[config.mk]
export PLATFORM = sky130hd
export DESIGN_NAME = uart_tx_arbiter
export DESIGN_NICKNAME = d
export VERILOG_FILES = /design/src/rtl/cpu_pkg.sv /design/src/rtl/sync_fifo.sv /design/src/rtl/uart_tx_arbiter.sv
export SDC_FILE = /design/constraint.sdc
export NUM_CORES = 1
export LEC_CHECK = 0
export CAP_MARGIN = 20
export CELL_PAD_IN_SITES_DETAIL_PLACEMENT = 0
export CELL_PAD_IN_SITES_GLOBAL_PLACEMENT = 1
export CORE_MARGIN = 4
export CORE_UTILIZATION = 40
export CTS_BUF_LIST = sky130_fd_sc_hd__clkbuf_8
export DETAILED_ROUTE_END_ITERATION = 6
export GPL_TIMING_DRIVEN = 0
export HOLD_SLACK_MARGIN = 0.12
export PLACE_DENSITY = 0.74
export SYNTH_ARGS = -nofsm -noshare
export SYNTH_HDL_FRONTEND = slang
export SYNTH_HIERARCHICAL = 1
export SYNTH_SLANG_ARGS = --single-unit
[constraint.sdc]
create_clock -name sysclk -period 9.1 [get_ports sysclk]
set_clock_uncertainty 0.05 [all_clocks]
set_input_delay 2.73 -clock sysclk [delete_from_list [all_inputs] [get_ports sysclk]]
set_output_delay 2.73 -clock sysclk [all_outputs]
set_load 0.1 [all_outputs]
[src/rtl/cpu_pkg.sv]
// cpu_pkg: definitions shared by the CPU-side peripherals.
//   UART_ADDR            store address decoded as a UART transmit write
//   BYTE_CYCLES_DEFAULT  sysclk cycles per 10-bit UART frame at the default baud
//   tx_state_t           transmit pacing FSM states (IDLE/SEND/WAIT)
package cpu_pkg;

  localparam logic [31:0] UART_ADDR           = 32'h1000_0000;
  localparam int          BYTE_CYCLES_DEFAULT = 8680;

  typedef enum logic [1:0] {
    IDLE = 2'd0,
    SEND = 2'd1,
    WAIT = 2'd2
  } tx_state_t;

endpackage

[src/rtl/sync_fifo.sv]
// sync_fifo: single-clock show-ahead FIFO.
//   clk, reset      clock and synchronous active-high reset
//   push, din       write din when push=1 and not full (ignored when full)
//   pop, dout       dout is the head entry; pop=1 and not empty removes it
//   full, empty     derived from the registered occupancy
//   count           registered occupancy, 0..DEPTH
// DEPTH must be a power of two so the pointers wrap by plain overflow.
module sync_fifo #(
  parameter int WIDTH = 8,
  parameter int DEPTH = 16
) (
  input  logic                     clk,
  input  logic                     reset,
  input  logic                     push,
  input  logic                     pop,
  input  logic [WIDTH-1:0]         din,
  output logic [WIDTH-1:0]         dout,
  output logic                     full,
  output logic                     empty,
  output logic [$clog2(DEPTH):0]   count
);

  localparam int              AW       = $clog2(DEPTH);
  localparam logic [AW:0]     FULL_CNT = (AW + 1)'(DEPTH);

  logic [WIDTH-1:0] mem [DEPTH];
  logic [AW-1:0]    wr_ptr;
  logic [AW-1:0]    rd_ptr;
  logic             push_ok;
  logic             pop_ok;

  assign full    = (count == FULL_CNT);
  assign empty   = (count == '0);
  assign push_ok = push && !full;
  assign pop_ok  = pop && !empty;
  assign dout    = mem[rd_ptr];

  // Storage is not reset; only the pointers and occupancy define validity.
  always_ff @(posedge clk) begin
    if (push_ok) begin
      mem[wr_ptr] <= din;
    end
  end

  always_ff @(posedge clk) begin
    if (reset) begin
      wr_ptr <= '0;
      rd_ptr <= '0;
      count  <= '0;
    end else begin
      if (push_ok) wr_ptr <= wr_ptr + 1'b1;
      if (pop_ok)  rd_ptr <= rd_ptr + 1'b1;
      case ({push_ok, pop_ok})
        2'b10:   count <= count + 1'b1;
        2'b01:   count <= count - 1'b1;
        default: count <= count;
      endcase
    end
  end

endmodule

[src/rtl/uart_tx_arbiter.sv]
// uart_tx_arbiter: shares the UART transmitter between CPU stores and a
// debug/trace requester. Bytes are queued and written to the UART no more
// often than once per BYTE_CYCLES sysclk cycles.
//   sysclk, cpu_reset     clock, synchronous active-high reset
//   cpu_we, cpu_data      CPU byte store; never stalls, dropped when full
//   dbg_valid, dbg_data   debug byte offer
//   dbg_ready             debug byte taken this cycle when dbg_valid=1
//   uart_wr, uart_data    one-cycle write strobe and its byte to the UART
//   fifo_full             queue holds FIFO_DEPTH entries
//   tx_idle               queue empty and pacing FSM idle (registered)
//   drop_count            dropped CPU bytes, saturating at 255
//
// Debug handshake: a byte transfers on a cycle where dbg_valid and dbg_ready
// are both 1. dbg_ready = !fifo_full & !cpu_we and may fall while dbg_valid is
// held; the requester keeps dbg_valid and dbg_data stable until the transfer.
module uart_tx_arbiter
  import cpu_pkg::*;
#(
  parameter int FIFO_DEPTH  = 16,
  parameter int BYTE_CYCLES = BYTE_CYCLES_DEFAULT
) (
  input  logic       sysclk,
  input  logic       cpu_reset,
  input  logic       cpu_we,
  input  logic [7:0] cpu_data,
  input  logic       dbg_valid,
  input  logic [7:0] dbg_data,
  output logic       dbg_ready,
  output logic       uart_wr,
  output logic [7:0] uart_data,
  output logic       fifo_full,
  output logic       tx_idle,
  output logic [7:0] drop_count
);

  localparam int            CW        = $clog2(BYTE_CYCLES);
  localparam int            OW        = $clog2(FIFO_DEPTH) + 1;
  localparam logic [CW-1:0] WAIT_LOAD = CW'(BYTE_CYCLES - 2);
  localparam logic [CW-1:0] WAIT_LAST = CW'(1);

  tx_state_t     state;
  tx_state_t     state_next;
  logic [CW-1:0] cnt;

  logic          fifo_push;
  logic          fifo_pop;
  logic [7:0]    fifo_din;
  logic [7:0]    fifo_dout;
  logic          fifo_empty;
  logic [OW-1:0] fifo_count;
  logic [OW-1:0] count_next;
  logic          cpu_drop;

  sync_fifo #(
    .WIDTH (8),
    .DEPTH (FIFO_DEPTH)
  ) u_fifo (
    .clk   (sysclk),
    .reset (cpu_reset),
    .push  (fifo_push),
    .pop   (fifo_pop),
    .din   (fifo_din),
    .dout  (fifo_dout),
    .full  (fifo_full),
    .empty (fifo_empty),
    .count (fifo_count)
  );

  assign dbg_ready = !fifo_full && !cpu_we;
  assign cpu_drop  = cpu_we && fifo_full;

  // Enqueue arbiter: the CPU always wins the single write port.
  always_comb begin
    fifo_push = 1'b0;
    fifo_din  = cpu_data;
    if (cpu_we) begin
      fifo_push = !fifo_full;
      fifo_din  = cpu_data;
    end else if (dbg_valid && dbg_ready) begin
      fifo_push = 1'b1;
      fifo_din  = dbg_data;
    end
  end

  // Pacing FSM. One period is SEND (1) + WAIT (BYTE_CYCLES-2) + IDLE (1).
  always_comb begin
    state_next = state;
    fifo_pop   = 1'b0;
    case (state)
      IDLE: begin
        if (!fifo_empty) begin
          fifo_pop   = 1'b1;
          state_next = SEND;
        end
      end
      SEND: begin
        state_next = (BYTE_CYCLES == 2) ? IDLE : WAIT;
      end
      WAIT: begin
        if (cnt <= WAIT_LAST) state_next = IDLE;
      end
      default: state_next = IDLE;
    endcase
  end

  // Occupancy after this edge, so tx_idle can be registered without lag.
  always_comb begin
    count_next = fifo_count;
    case ({fifo_push, fifo_pop})
      2'b10:   count_next = fifo_count + 1'b1;
      2'b01:   count_next = fifo_count - 1'b1;
      default: count_next = fifo_count;
    endcase
  end

  always_ff @(posedge sysclk) begin
    if (cpu_reset) begin
      state      <= IDLE;
      cnt        <= '0;
      uart_wr    <= 1'b0;
      uart_data  <= 8'h00;
      drop_count <= 8'h00;
      tx_idle    <= 1'b1;
    end else begin
      state   <= state_next;
      // Strobe is the registered image of SEND, so it sits alongside the
      // byte that was registered on the pop edge.
      uart_wr <= (state == SEND);
      if (fifo_pop) uart_data <= fifo_dout;
      if (state == SEND) begin
        cnt <= WAIT_LOAD;
      end else if (state == WAIT) begin
        cnt <= cnt - 1'b1;
      end
      if (cpu_drop && (drop_count != 8'hFF)) begin
        drop_count <= drop_count + 1'b1;
      end
      tx_idle <= (count_next == '0) && (state_next == IDLE);
    end
  end

endmodule

==> results.cfg, run 1 <==
[die]
core-area_um2 = 19500
die_width_um = 148
die_y_um = 148
start_util_pct = 40.6
io_pins = 40
rows = 51
die_area_um2 = 22000

[critical_path]
worst_r2r_endpoint = u_fifo/count[2]
crit_path_start_kind = input pin
crit_arrival_ps = 4490
r2r_start = u_fifo/count[2]
critPathCaptureType = output port
crit_fanout = 4
path_class = in2out
r2r_cells = 16
cp_data_required_time_ps = 6320
ff2ff_setup_slack_ps = 4590

[power]
irDropWorstVdd_mv = 0.115
p_leak_nw = 3.04
p_per_area_nw_per_um2 = 293

[cts]
cts_resized = 0
cts_buffers = 17
cts_tree = yes
clockBufferDepth = 2
clock_latency_ps = 470
path_clk_slew_ps = 100
clockRootBuffer = clkbuf_8
cts_sinks = 179
htreeDepth = 4
postCtsSetupRepairBufs = 0
cts.hold.buffers_added = 0

[route]
routed.top_layer = met4
wl_met2_um = 7970
ant_nets = 0
wl_met3_um = 757
totalWireLength_um = 16300
met1_length_um = 7370
vias = 4740
wl_per_cell_um = 18.6
drt_iter0_drc = 389
viasPerCell = 5.39
dr.pass1.iters = 7
drc = 0

[hold_path]
holdCritPathClass = reg2reg
min_to = uart_data[4]
hp-start = uart_data[4]
holdPathStages = 2

[sta]
setup_violations = 0
fmax_mhz = 138
setup-tns-final_ps = 0
slew_headroom_pct = 32.2
layout_setup_ws_ps = 1830
worst_pin_slew_ps = 1010
finalCritPeriodShare_pct = 79.9
hold_viol_final = 0
grt_setup_unrepaired = no
drv_slew = 0
fin_crit_ps = 7270

[global_routing]
grt_pass1_vias = 4642
grt_pass1_wl_um = 25700
grtUsageTotal_pct = 15.4
grt_max_degree = 22
overflow = 0
antenna_found_initial = 0

[finish]
drive_gt1_share_pct = 12.5
final_nets = 639
fillCellCount = 1675
diodes = 0
post-route-util_pct = 46.6
multi_input_area_um2 = 2810
syn_to_final_growth_pct = 14.9
regArea_um2 = 4860

[synth]
netlist-cell-type-count = 65
netlist_instances = 539
syn_area_um2 = 7890
synth_ff_type = edfxtp_1
yosysSeqAreaShare_pct = 61.6
ys_warn_count = 6
syn_area_per_cell_um2 = 14.6
synth_edf_count = 128
ys_seq_elements = 179
synth_nets = 577
async_reset_ff_share_pct = 0

[placement]
dp_hpwl_um = 11300
dp_slack_ps = 1840
place_congestion = 0.845
io_buffers = 39

[run_status]
status = finished, final reports clean

[run]
drv_cap = 0
-- state kept, by name (all words and copies together) (netlist names), named ones only --
name	flops
u_fifo/wr_ptr	4
drop_count	8
uart_wr	1
u_fifo/rd_ptr	4
u_fifo/count	5
uart_data	8
cnt	14
state	2
tx_idle	1
u_fifo/mem	128
-- Yosys cell counts (all sizes together), types with 2 or more instances --
master,instances,area share (%)
a211oi,2,0.19
a21oi,23,1.5
a22oi,3,0.29
a31oi,5,0.40
and2,3,0.24
and3,2,0.16
buf,11,1.0
clkbuf,18,0.86
clkinv,2,0.11
dfxtp,51,13
edfxtp,128,49
ha,18,2.9
inv,17,0.81
mux2,8,1.1
mux2i,5,0.63
mux4,40,13
nand2,30,1.4
nand2b,6,0.48
nand3,5,0.32
nand3b,3,0.29
nand4,3,0.24
nand4b,2,0.22
nor2,49,2.3
nor2b,2,0.16
nor3,17,1.1
nor3b,2,0.19
nor4,2,0.16
o211ai,5,0.54
o21a,5,0.57
o21ai,14,1.1
o21bai,2,0.19
o31a,2,0.25
o31ai,2,0.19
o41ai,2,0.22
or2,2,0.16
or3,4,0.32
or4,6,0.62
xnor2,11,1.2
xor2,13,1.4
-- cell type report --
type | instances | area share [%]
Sequential cell | 179 | 53.6
Multi-Input combinational cell | 312 | 30.9
Timing Repair Buffer | 43 | 4.61
Tap cell | 265 | 3.65
Clock buffer | 17 | 2.58
Clock inverter | 15 | 2.17
Buffer | 29 | 1.65
Inverter | 19 | 0.800
-- critical path, cell delays in order --
cell	delay, ps
clkdlybuf4s50_1	470
nor2_1	140
clkdlybuf4s50_1	1150
-- report_power, final --
part | internal, mW | total (mW) | switching, mW | leakage [nW]
sequential | 1.00 | 1.07 | 0.0721 | 1.57
clock | 0.216 | 0.558 | 0.342 | 0.212
combinational | 0.374 | 1.03 | 0.656 | 1.25
total | 1.59 | 2.66 | 1.07 | 3.04
-- stage by stage --
stage	cell area [um^2]	hold slack, ps	total power [mW]	instances
floorplan	7890	394	1.85	539
global placement	8610	403	2.08	843
detailed placement	8640	402	2.12	847
CTS	9070	419	2.68	879
global route	9070	440	2.81	879
finish	9070	417	2.66	879
-- cells in the final DEF, fill, tap and decap left out, types with 4 or more instances in the layout --
cell type / n
edfxtp_1: 128
dfxtp_1: 51
nor2_1: 49
clkdlybuf4s50_1: 39
nand2_1: 30
mux4_1: 28
a21oi_1: 23
clkbuf_1: 18
ha_1: 18
inv_1: 17
clkbuf_8: 17
nor3_1: 16
xor2_1: 13
o21ai_0: 12
mux4_2: 12
xnor2_1: 11
mux2_2: 8
nand2b_1: 6
clkinv_8: 6
nand3_1: 5
mux2i_1: 5
or4_1: 5
a31oi_1: 5
buf_2: 4
or3_1: 4
o211ai_1: 4
buf_4: 4
o21a_1: 4
-- cell families (layout without fill, tap and decap cells) --
family / count (synthesis) / count (layout) / share of synthesized area [%]
xor+xnor: 24 / 24 / 2.66
buf+inv: 48 / 123 / 2.82
flops: 179 / 179 / 61.6
mux: 53 / 53 / 14.5
simple gates: 142 / 142 / 8.93
fa+ha+maj: 18 / 18 / 2.85
compound gates: 75 / 75 / 6.58
-- worst max-delay path by stage --
stage | from | to | cells after the start
after floorplan | cpu_we | dbg_ready | 1
after global placement | cpu_we | dbg_ready | 3
after detailed placement | cpu_we | dbg_ready | 3
after CTS | cpu_we | dbg_ready | 3
after global routing | cpu_we | dbg_ready | 3
final | cpu_we | dbg_ready | 3
-- metal layers --
layer	up-vias	GRT usage (%)
li1	2208	-
met1	2375	20.7
met2	139	24.8
met3	18	2.80
met4	0	6.14
met5	-	0
Power figures use the tool's default switching activity.
==> inputs of run 2 (changes only) <==
==> constraint.sdc (replaced) <==
create_clock -name sysclk -period 7.1 [get_ports sysclk]
set_clock_uncertainty 0.05 [all_clocks]
set_input_delay 2.13 -clock sysclk [delete_from_list [all_inputs] [get_ports sysclk]]
set_output_delay 2.13 -clock sysclk [all_outputs]
set_load 0.1 [all_outputs]
==> results of run 2 <==
Same layout as run 1 (identical final DEF). Status: finished, final reports clean.
Main changes from that run: setup slack after placement 1840 ps -> 1040 ps; setup slack after layout 1830 ps -> 1030 ps; register-to-register setup slack 4590 ps -> 2590 ps; total power 2.66 mW -> 3.41 mW; worst IR drop on VDD 0.115 mV -> 0.147 mV
==> inputs of run 3 (changes only) <==
--- a/config.mk
+++ b/config.mk
@@ -11,10 +11,12 @@
 export CORE_MARGIN = 4
 export CORE_UTILIZATION = 40
 export CTS_BUF_LIST = sky130_fd_sc_hd__clkbuf_8
+export CTS_CLUSTER_SIZE = 40
 export DETAILED_ROUTE_END_ITERATION = 6
 export GPL_TIMING_DRIVEN = 0
 export HOLD_SLACK_MARGIN = 0.12
 export PLACE_DENSITY = 0.74
+export SLEW_MARGIN = 20
 export SYNTH_ARGS = -nofsm -noshare
 export SYNTH_HDL_FRONTEND = slang
 export SYNTH_HIERARCHICAL = 1
==> constraint.sdc (replaced) <==
create_clock -name sysclk -period 6.65 [get_ports sysclk]
set_clock_uncertainty 0.05 [all_clocks]
set_input_delay 1.995 -clock sysclk [delete_from_list [all_inputs] [get_ports sysclk]]
set_output_delay 1.995 -clock sysclk [all_outputs]
set_load 0.1 [all_outputs]
==> results.cfg, run 3 (synthesized netlist as in run 1, its figures left out) <==
[die]
io_pins = 40
die_y_um = 148
rows = 51
start_util_pct = 40.6
die_width_um = 148
core-area_um2 = 19500
die_area_um2 = 22000

[critical_path]
slowest_delay_ps = 1150
worst_path_max_delay_cell = clkdlybuf4s50_1
cpMostUsedCell = clkdlybuf4s50_1
ff2ff_setup_slack_ps = 2180
crit_arrival_ps = 3750
r2r_cells = 16
path_class = in2out
crit_start = cpu_we
crit_path_start_kind = input pin
worst_r2r_endpoint = u_fifo/count[2]
crit_fanout = 4
cp_data_required_time_ps = 4610
crit_path_cell_trace = clkdlybuf4s50_1 -> nor2_1 -> clkdlybuf4s50_1
critPathCaptureType = output port
r2r_start = u_fifo/count[2]

[finish]
regArea_um2 = 4860
syn_to_final_growth_pct = 15.1
top_register = u_fifo/mem
fillCellCount = 1669
reg_top3 = u_fifo/mem (128), cnt (14)
drive_gt1_share_pct = 12.6
mostFrequentLayoutCell = edfxtp_1
largest_reg_flops = 128
final_cell_mix = edfxtp_1, dfxtp_1, nor2_1, clkdlybuf4s50_1, nand2_1
instances_no_fill = 875
diodes = 0
final_nets = 635
multi_input_area_um2 = 2830

[sta]
fin_crit_ps = 5800
finalCritPeriodShare_pct = 87.2
layout_setup_ws_ps = 854
setup_violations = 0
grt_setup_unrepaired = no
drv_slew = 0
slew_headroom_pct = 33.8
fmax_mhz = 173
hold_viol_final = 0
setup-tns-final_ps = 0
worst_pin_slew_ps = 989

[run]
drv_cap = 0

[cts]
cts_resized = 0
path_clk_slew_ps = 100
clock_latency_ps = 470
clockBufferDepth = 2
cts_tree = yes
clockRootBuffer = clkbuf_8
cts_buffers = 17
cts_sinks = 179
htreeDepth = 4
cts.hold.buffers_added = 0
postCtsSetupRepairBufs = 0

[power]
irDropWorstVdd_mv = 0.164
p_leak_nw = 3.04
p_per_area_nw_per_um2 = 402
total_power_mw = 3.65

[hold_path]
hp-start = uart_data[4]
holdCritPathClass = reg2reg
min_to = uart_data[4]
holdPathStages = 2

[placement]
dp_slack_ps = 850
dp_hpwl_um = 11100
placedCellCount = 843
io_buffers = 39
place_congestion = 0.845

[route]
dr.pass1.iters = 6
ant_nets = 0
drt_iter0_drc = 359
drc = 0
viasPerCell = 5.41
vias = 4731
totalWireLength_um = 16300
wl_per_cell_um = 18.6

[global_routing]
grt_pass1_vias = 4520
grt_pass1_wl_um = 25500
grtUsageTotal_pct = 15.3
overflow = 0
antenna_found_initial = 0
grt_max_degree = 23

[run_status]
status = finished, final reports clean
## run 3: how the worst max path moves through the flow
| stage | endpoint | slack (ps) | cells after the start |
|---|---|---|---|
| global placement | dbg_ready | 880 | 3 |
| floorplan | dbg_ready | 1170 | 5 |
| global route | dbg_ready | 780 | 3 |
| finish | dbg_ready | 850 | 3 |
| CTS | dbg_ready | 850 | 3 |
| detailed placement | dbg_ready | 850 | 3 |
## run 3: worst max-delay path: cells and delay by family
family	cells	cell delay, ps
buf+inv	2	1620
simple gates	1	140
## run 3: power by group
group,internal (mW),switching (mW)
registers,1.37,0.0994
logic,0.502,0.892
clock network,0.306,0.487
total,2.18,1.48
## run 3: routing by layer
metal	track usage (%)	routed length, um
met1	20.8	7320
met2	24.3	7980
met3	4.36	827
met4	4.25	153
met5	0	0
## run 3: layout make-up
type	instances	area share, %
Clock buffer	17	2.58
Clock inverter	15	2.36
Sequential cell	179	53.6
Multi-Input combinational cell	312	31.1
Timing Repair Buffer	39	4.30
Inverter	19	0.799
Tap cell	265	3.65
Buffer	29	1.65
## run 3: stage by stage
stage	cell area, um^2	hold slack [ps]	utilization [%]
2_1_floorplan	7890	394	-
3_3_place_gp	8610	403	44.3
3_5_place_dp	8630	403	44.4
4_1_cts	9080	418	46.7
5_1_grt	9080	442	46.7
6_report	9080	419	46.7
